### config.mk
export PLATFORM = sky130hd
export DESIGN_NAME = sink_fifo
export DESIGN_NICKNAME = d
export VERILOG_FILES = /design/src/rtl/sink_fifo.sv
export SDC_FILE = /design/constraint.sdc
export NUM_CORES = 1
export LEC_CHECK = 0
export ABC_CLOCK_PERIOD_IN_PS = 4400
export CAP_MARGIN = 20
export CORE_MARGIN = 3
export CORE_UTILIZATION = 50
export DETAILED_ROUTE_END_ITERATION = 10
export PLACE_DENSITY = 0.82
export SYNTH_ARGS = -nofsm -noshare
export SYNTH_HDL_FRONTEND = slang
export SYNTH_SLANG_ARGS = --single-unit
### constraint.sdc
create_clock -name clk -period 4.4 [get_ports clk]
set_input_delay 1.1 -clock clk [delete_from_list [all_inputs] [get_ports clk]]
set_output_delay 1.1 -clock clk [all_outputs]
set_load 0.02 [all_outputs]
### src/rtl/sink_fifo.sv
// sink_fifo: receiving end of a two-phase req/ack flit link.
// Flits addressed to ID are buffered in a first-word-fall-through FIFO
// and drained on a valid/ready port. Misaddressed flits are acknowledged
// and dropped, and they are counted.
module sink_fifo #(
    parameter int ID               = 0,
    parameter int SIZE             = 8,
    parameter int DESTINATION_BITS = 4,
    parameter int DEPTH            = 4,
    parameter int ACK_DELAY        = 0
) (
    input  logic                         clk,
    input  logic                         reset,
    input  logic                         req,
    output logic                         ack,
    input  logic [SIZE-1:0]              data,
    output logic                         out_valid,
    input  logic                         out_ready,
    output logic [SIZE-DESTINATION_BITS-1:0] out_payload,
    output logic [15:0]                  flits_received,
    output logic [15:0]                  misrouted,
    output logic                         error
);
    localparam int PW = SIZE - DESTINATION_BITS;
    localparam int AW = $clog2(DEPTH);
    localparam int CW = AW + 1;

    typedef enum logic [1:0] {IDLE, WAIT, STALL} state_t;

    state_t        state;
    logic [7:0]    dly_cnt;
    logic [PW-1:0] mem [DEPTH];
    logic [AW-1:0] wr_ptr;
    logic [AW-1:0] rd_ptr;
    logic [AW-1:0] rd_next;
    logic [CW-1:0] count;
    logic [CW-1:0] count_next;
    logic [PW-1:0] payload_in;
    logic [PW-1:0] head_next;
    logic          pending;
    logic          match;
    logic          full;
    logic          attempt;
    logic          push;
    logic          drop;
    logic          pop;

    assign pending    = req ^ ack;
    assign match      = data[DESTINATION_BITS-1:0] == DESTINATION_BITS'(ID);
    assign payload_in = data[SIZE-1:DESTINATION_BITS];
    assign full       = count == CW'(DEPTH);
    assign out_valid  = count != '0;
    assign pop        = out_valid && out_ready;

    // Decide whether this edge performs the accept action on the pending flit
    always_comb begin
        attempt = 1'b0;
        case (state)
            IDLE:    attempt = pending && (ACK_DELAY == 0);
            WAIT:    attempt = dly_cnt == '0;
            STALL:   attempt = 1'b1;
            default: attempt = 1'b0;
        endcase
        push = attempt && match && !full;
        drop = attempt && !match;
    end

    // Handshake FSM, acknowledge toggle and statistics counters
    always_ff @(posedge clk or negedge reset) begin
        if (!reset) begin
            state          <= IDLE;
            dly_cnt        <= '0;
            ack            <= 1'b0;
            flits_received <= '0;
            misrouted      <= '0;
            error          <= 1'b0;
        end else begin
            if (push || drop)
                ack <= ~ack;
            if (push && flits_received != '1)
                flits_received <= flits_received + 16'd1;
            if (drop) begin
                error <= 1'b1;
                if (misrouted != '1)
                    misrouted <= misrouted + 16'd1;
            end
            case (state)
                IDLE: begin
                    if (pending && ACK_DELAY != 0) begin
                        dly_cnt <= 8'(ACK_DELAY - 1);
                        state   <= WAIT;
                    end else if (attempt && match && full) begin
                        state <= STALL;
                    end
                end
                WAIT: begin
                    if (dly_cnt == '0)
                        state <= (match && full) ? STALL : IDLE;
                    else
                        dly_cnt <= dly_cnt - 8'd1;
                end
                STALL: begin
                    if (push)
                        state <= IDLE;
                end
                default: state <= IDLE;
            endcase
        end
    end

    // Next-cycle FIFO occupancy and head word for the registered output
    always_comb begin
        rd_next    = pop ? rd_ptr + AW'(1) : rd_ptr;
        count_next = count;
        if (push && !pop)
            count_next = count + CW'(1);
        else if (pop && !push)
            count_next = count - CW'(1);
        head_next = out_payload;
        if (count_next != '0) begin
            // Nothing left after the pop: the new head is the word being written now
            if (count == CW'(pop))
                head_next = payload_in;
            else
                head_next = mem[rd_next];
        end
    end

    // FIFO storage write port
    always_ff @(posedge clk) begin
        if (push)
            mem[wr_ptr] <= payload_in;
    end

    // FIFO pointers, occupancy and head register
    always_ff @(posedge clk or negedge reset) begin
        if (!reset) begin
            wr_ptr      <= '0;
            rd_ptr      <= '0;
            count       <= '0;
            out_payload <= '0;
        end else begin
            if (push)
                wr_ptr <= wr_ptr + AW'(1);
            rd_ptr      <= rd_next;
            count       <= count_next;
            out_payload <= head_next;
        end
    end
endmodule

After elaboration in Yosys (flattened, before gate mapping)
Memories as Yosys holds them, arrays and structs flattened.
Index checks and enable logic that the tools add are counted.
- bitwise gates (word level): 3
- mux-type cells: 12
- eq/ne operators: 9
- $add $sub $neg: 7
- reduce and logical (&&, ||, !) cells: 22
- operator list (operator ; number):
    $add 16x1->16 const B ; 2
    $ne 16x16->1 const B ; 2
    $mux 2 ; 5
    $logic_and 1x1->1 ; 9
    $logic_not 8->1 ; 1
    $sub 8x1->8 const B ; 1
    $mux 3 ; 2
    $ne 2x2->1 const B ; 3
    $pmux 2 s3 ; 1
    $reduce_bool 3->1 ; 2
    $add 2x1->2 const B ; 2
    $logic_not 1->1 ; 4
    $logic_not 4->1 ; 1
    $mux 4 ; 1
    $reduce_and 2->1 ; 2
    $add 3x1->3 const B ; 1
    $eq 3x1->1 ; 1
    $eq 3x3->1 const B ; 1
    $pmux 1 s3 ; 1
    $reduce_and 3->1 ; 1
    $sub 3x1->3 const B ; 1
    $eq 2x1->1 const B ; 1
    $eq 2x2->1 const B ; 1
    $logic_not 2->1 ; 1
    other kinds (4) ; 6
- memories: 1
- input port bits: 12
- bits in registers: 55
- logic and storage cells: 64
- output and inout port bits: 39
- bits in writable memories: 16
- memories (memory ; depth ; width ; rd ports ; clocked after memory_dff ; wr ports ; line ; RTL):
    mem ; 4 ; 4 ; 1 ; 0 ; 1 ; 32 ; logic [PW-1:0] mem [DEPTH];

Depth between registers and ports, before layout
- depth in word-level cells: 9
- gate-level depth with buffers: 9
- mapped depth without buffers: 8

Worst setup path after synthesis
No wires, ideal clock.
- path type: input to register
- start point: input data[1]
- end point: register out_payload[0]
- data arrival time: 2.657 ns
- required time: 4.275 ns
- slack: 1.618 ns
- stages: 6
- path buffers: 0
- cells stage by stage: nor4_2 > o211ai_1 > or3_1 > a211oi_1 > o21bai_2 > mux2_4
- cells in the longest elaborated chain, start to end: 8
- ends and longest elaborated chain (element ; line ; RTL):
    start: declaration ; 16 ; input logic [SIZE-1:0] data,
    $logic_not 4->1 * ; 49 ; assign match = data[DESTINATION_BITS-1:0] == DESTINATION_BITS'(ID);
    $logic_and 1x1->1 * (2 in series) ; 64 ; push = attempt && match && !full;
    $logic_not 1->1 ; 117 ; else if (pop && !push)
    $logic_and 1x1->1 ; 117 ;
    $mux 3 ; 117 ;
    $mux 3 * ; 115 ; if (push && !pop)
    $reduce_bool 3->1 * ; 120 ; if (count_next != '0) begin
    end signal: assignment ; 147 ; out_payload <= head_next;
    end: declaration ; 19 ; output logic [SIZE-DESTINATION_BITS-1:0] out_payload,
Every way passes the cells marked *; elsewhere a longest branch is shown, timed or not.
A chain may end at the register's enable or synchronous reset.

Worst setup path after layout
- start point: input req
- end point: register out_payload[3]
- cells in the longest elaborated chain, start to end: 9
- ends and longest elaborated chain (element ; line ; RTL):
    start: declaration ; 14 ; input logic req,
    $xor 1x1->1 * ; 48 ; assign pending = req ^ ack;
    $pmux 1 s3 * ; 58 ; case (state)
    $logic_and 1x1->1 * (2 in series) ; 64 ;
    $logic_not 1->1 ; 117 ;
    $logic_and 1x1->1 ; 117 ;
    $mux 3 ; 117 ;
    $mux 3 * ; 115 ;
    $reduce_bool 3->1 * ; 120 ;
Marked as above.

==> results.txt <==
Worst Hold Class: register to register
Worst-path clk slew: 0.07 ns
Logic pwr share: 39.8%
Unrepaired setup endpoints after global routing: false
Clock latency on the worst-skew pair: 0.33 ns
Slew headroom: 59.0%
Tot GR Track Use: 17.3%
CP peak stage delay: 0.48 ns
Vias in the first global route: 1979
Global route overflow: 0
H-Tree Depth: 3
Clock tree from TritonCTS: built
Worst setup SP type: input port
DRC Markers: 0
CTS max path bufs: 2
HPWL Detailed: 4020 µm
Final Hold Viols: 0
Post-layout nets: 309
Final-layout fill cell count: 450
I/O Buffers: 50
Wirelength per Cell: 15.5 µm
Die area: 0.00688 mm²
Hold_buf cts: 0
Synth warn: 0
Int Pwr: 1.42 mW
FP Rows: 27
Sequential element share of the synthesized area: 55.1%
Worst hold path startpoint: flits_received[15]
Via density: 5.43
Fmax: 313 MHz
Switching part of the total: 34.5%
Initial DRC Count: 100
Commonest non-fill, non-tap cell in the layout: clkdlybuf4s50_1
Post-synth ARST share: 74.2%
Final worst slack: 1.21 ns
Largest net degree at the start of global routing: 47
Crit path max-delay family: compound AO/OA/AOI/OAI gates
CP startpoint: req
Post-CTS setup buffers: 0
Met1 usage: 23.2%
Clock root cell: clkbuf_8
Fraction of layout cells with a size suffix above 1: 12.6%
Setup violations, final: 0
Leak: 1.54 nW
R2r startpoint: count[0]
CP endpoint kind: register
Critical path required time: 4.61 ns
Via count: 1983
I/O pin total: 51
WP data arrival: 3.40 ns
GR Util met3: 3.77%
FF+latch area: 0.00163 mm²
Area delta synth->final: 25.7%
Core Area: 0.00561 mm²
Yosys reg bits: 62
Die H: 82.9 µm
VDD IR-drop max: 309 µV
CP Buf/Inv Count: 1
FF-to-FF setup slack: 1.73 ns
Area of the multi-input gates: 0.00127 mm²
Post-synth EDFFs: 16
Power share of the clock group: 21.7%
Antenna diode count: 0
Fin Setup TNS: 0 ns
Dpl ws: 0.873 ns
Num CTS Buffers: 9
Power per cell area: 582 mW/mm²
Sw power: 0.746 mW
Synthesized netlist cell count: 229
First-pass GRT wire length: 9550 µm
Die Wd: 82.9 µm
Synth Area per Inst: 12.9 µm²
Cell chain of the critical path: clkdlybuf4s50_1, xor2_1, o211ai_1, or3_1, a211oi_1, o21bai_2, mux2_4
Final Wtd Congestion: 0.846
Mapped Area: 0.00296 mm²
Crit-path max FO: 6
Syn nets: 250
Final core occ: 66.3%
# Max-Cap Violations: 0
Fin crit period: 3.19 ns
Prevailing post-synth register cell: dfrtp_1
Resize count post-CTS: 0
Clk_skew: 0.00848 ns
Routed Antenna Nets: 0
Distinct cell type count after synthesis: 41
Most frequent cells in the layout: 49 x clkdlybuf4s50_1, 46 x dfrtp_1, 27 x xnor2_1
Sequential power share: 38.5%
Grt met2 use: 27.2%
Worst-Margin Slew: 0.611 ns
Routed wire length: 5640 µm
Starting Density: 52.8%
Crit Path Class: input port to register
CTS sink cnt: 62
Status: complete, no violations
First-pass DRT Iterations: 4
Antenna violations before repair: 0
Final max-slew violation count: 0
Slowest-stage cell, CP: clkdlybuf4s50_1
Final worst path period share: 72.5%
Top Usage Layer GRT: met2
-- per-layer routing --
layer	vias to the layer above	wire length, µm	part of all wire [%]
met5	-	0	0
met2	36	2810	50
met3	8	208	3.7
li1	951	-	-
met4	0	74	1.3
met1	988	2550	45
-- registers in the layout (all words and copies together) (netlist names) --
name,count
count,3
ack,1
error,1
out_payload,4
wr_ptr,2
rd_ptr,2
mem,16
state,1
flits_received,16
misrouted,16
-- power groups by stage --
| stage | combinational (mW) | clock, mW | sequential [mW] |
|---|---|---|---|
| 6_report | 0.861 | 0.471 | 0.834 |
| 5_1_grt | 0.934 | 0.511 | 0.851 |
| 4_1_cts | 0.867 | 0.481 | 0.833 |
| 3_5_place_dp | 0.860 | 0 | 0.842 |
| 3_3_place_gp | 0.836 | 0 | 0.838 |
| 2_1_floorplan | 0.541 | 0 | 0.896 |
-- path summary, 6_finish.rpt --
check                                      to  depth (start not counted)
max                            out_payload[3]                          7
min                        flits_received[15]                          1
max reg2reg                    out_payload[1]                          8
min reg2reg                flits_received[15]                          1
max in group asynchronous   flits_received[3]                          2
min in group asynchronous       misrouted[10]                          1
-- through the flow --
stage | hold slack [ns] | power [mW] | cell area [µm²] | instances
5_1_grt | 0.508 | 2.30 | 3720 | 365
6_report | 0.486 | 2.17 | 3720 | 365
3_3_place_gp | 0.453 | 1.67 | 3510 | 348
2_1_floorplan | 0.528 | 1.44 | 2960 | 229
4_1_cts | 0.490 | 2.18 | 3700 | 364
3_5_place_dp | 0.481 | 1.70 | 3510 | 348
-- Yosys cell counts (2+ instances only) --
master	instances	area, µm²
mux4_2	4	90.1
or3_1	3	18.8
nor2_1	10	37.5
dfrtp_1	46	1150
xor2_1	12	105
edfxtp_1	16	480
inv_1	5	18.8
a211oi_1	2	15.0
and3_1	3	18.8
mux2_4	4	60.1
xnor2_1	27	236
ha_1	9	113
a21oi_1	3	15.0
and4_1	8	70.1
o21ai_0	4	20.0
nand4_1	7	43.8
mux2_2	6	67.6
o31ai_1	2	15.0
and2_1	5	31.3
nand2_1	18	67.6
nand3_1	15	75.1
-- cells by family (layout without fill, tap and decap cells) --
| logic type | Yosys count | after routing | share of synthesized area, % |
|---|---|---|---|
| AOI/OAI and AO/OA | 18 | 18 | 4.57 |
| and+or+nand+nor | 78 | 78 | 14.8 |
| buffers and inverters | 8 | 72 | 1.82 |
| muxes | 14 | 14 | 7.36 |
| adders and majority gates | 9 | 9 | 3.81 |
| DFF | 62 | 62 | 55.1 |
| xor gates and xnor gates | 40 | 40 | 12.5 |
-- worst reg2reg max path: stages (launching register included) --
cell and delay (ns):
dfrtp_1 0.44, inv_1 0.17, ha_1 0.27, nand2b_4 0.08
and2_4 0.21, xnor2_4 0.29, mux4_2 0.56, mux2_2 0.29
mux2_4 0.25
-- layout make-up --
type	instances	area share [%]
Tap cell	72	2.42
Sequential cell	62	43.9
Timing Repair Buffer	51	13.9
Multi-Input combinational cell	159	34.3
Inverter	5	0.505
Clock inverter	7	1.75
Clock buffer	9	3.33
Note: power is estimated with default switching activity, not from simulation.
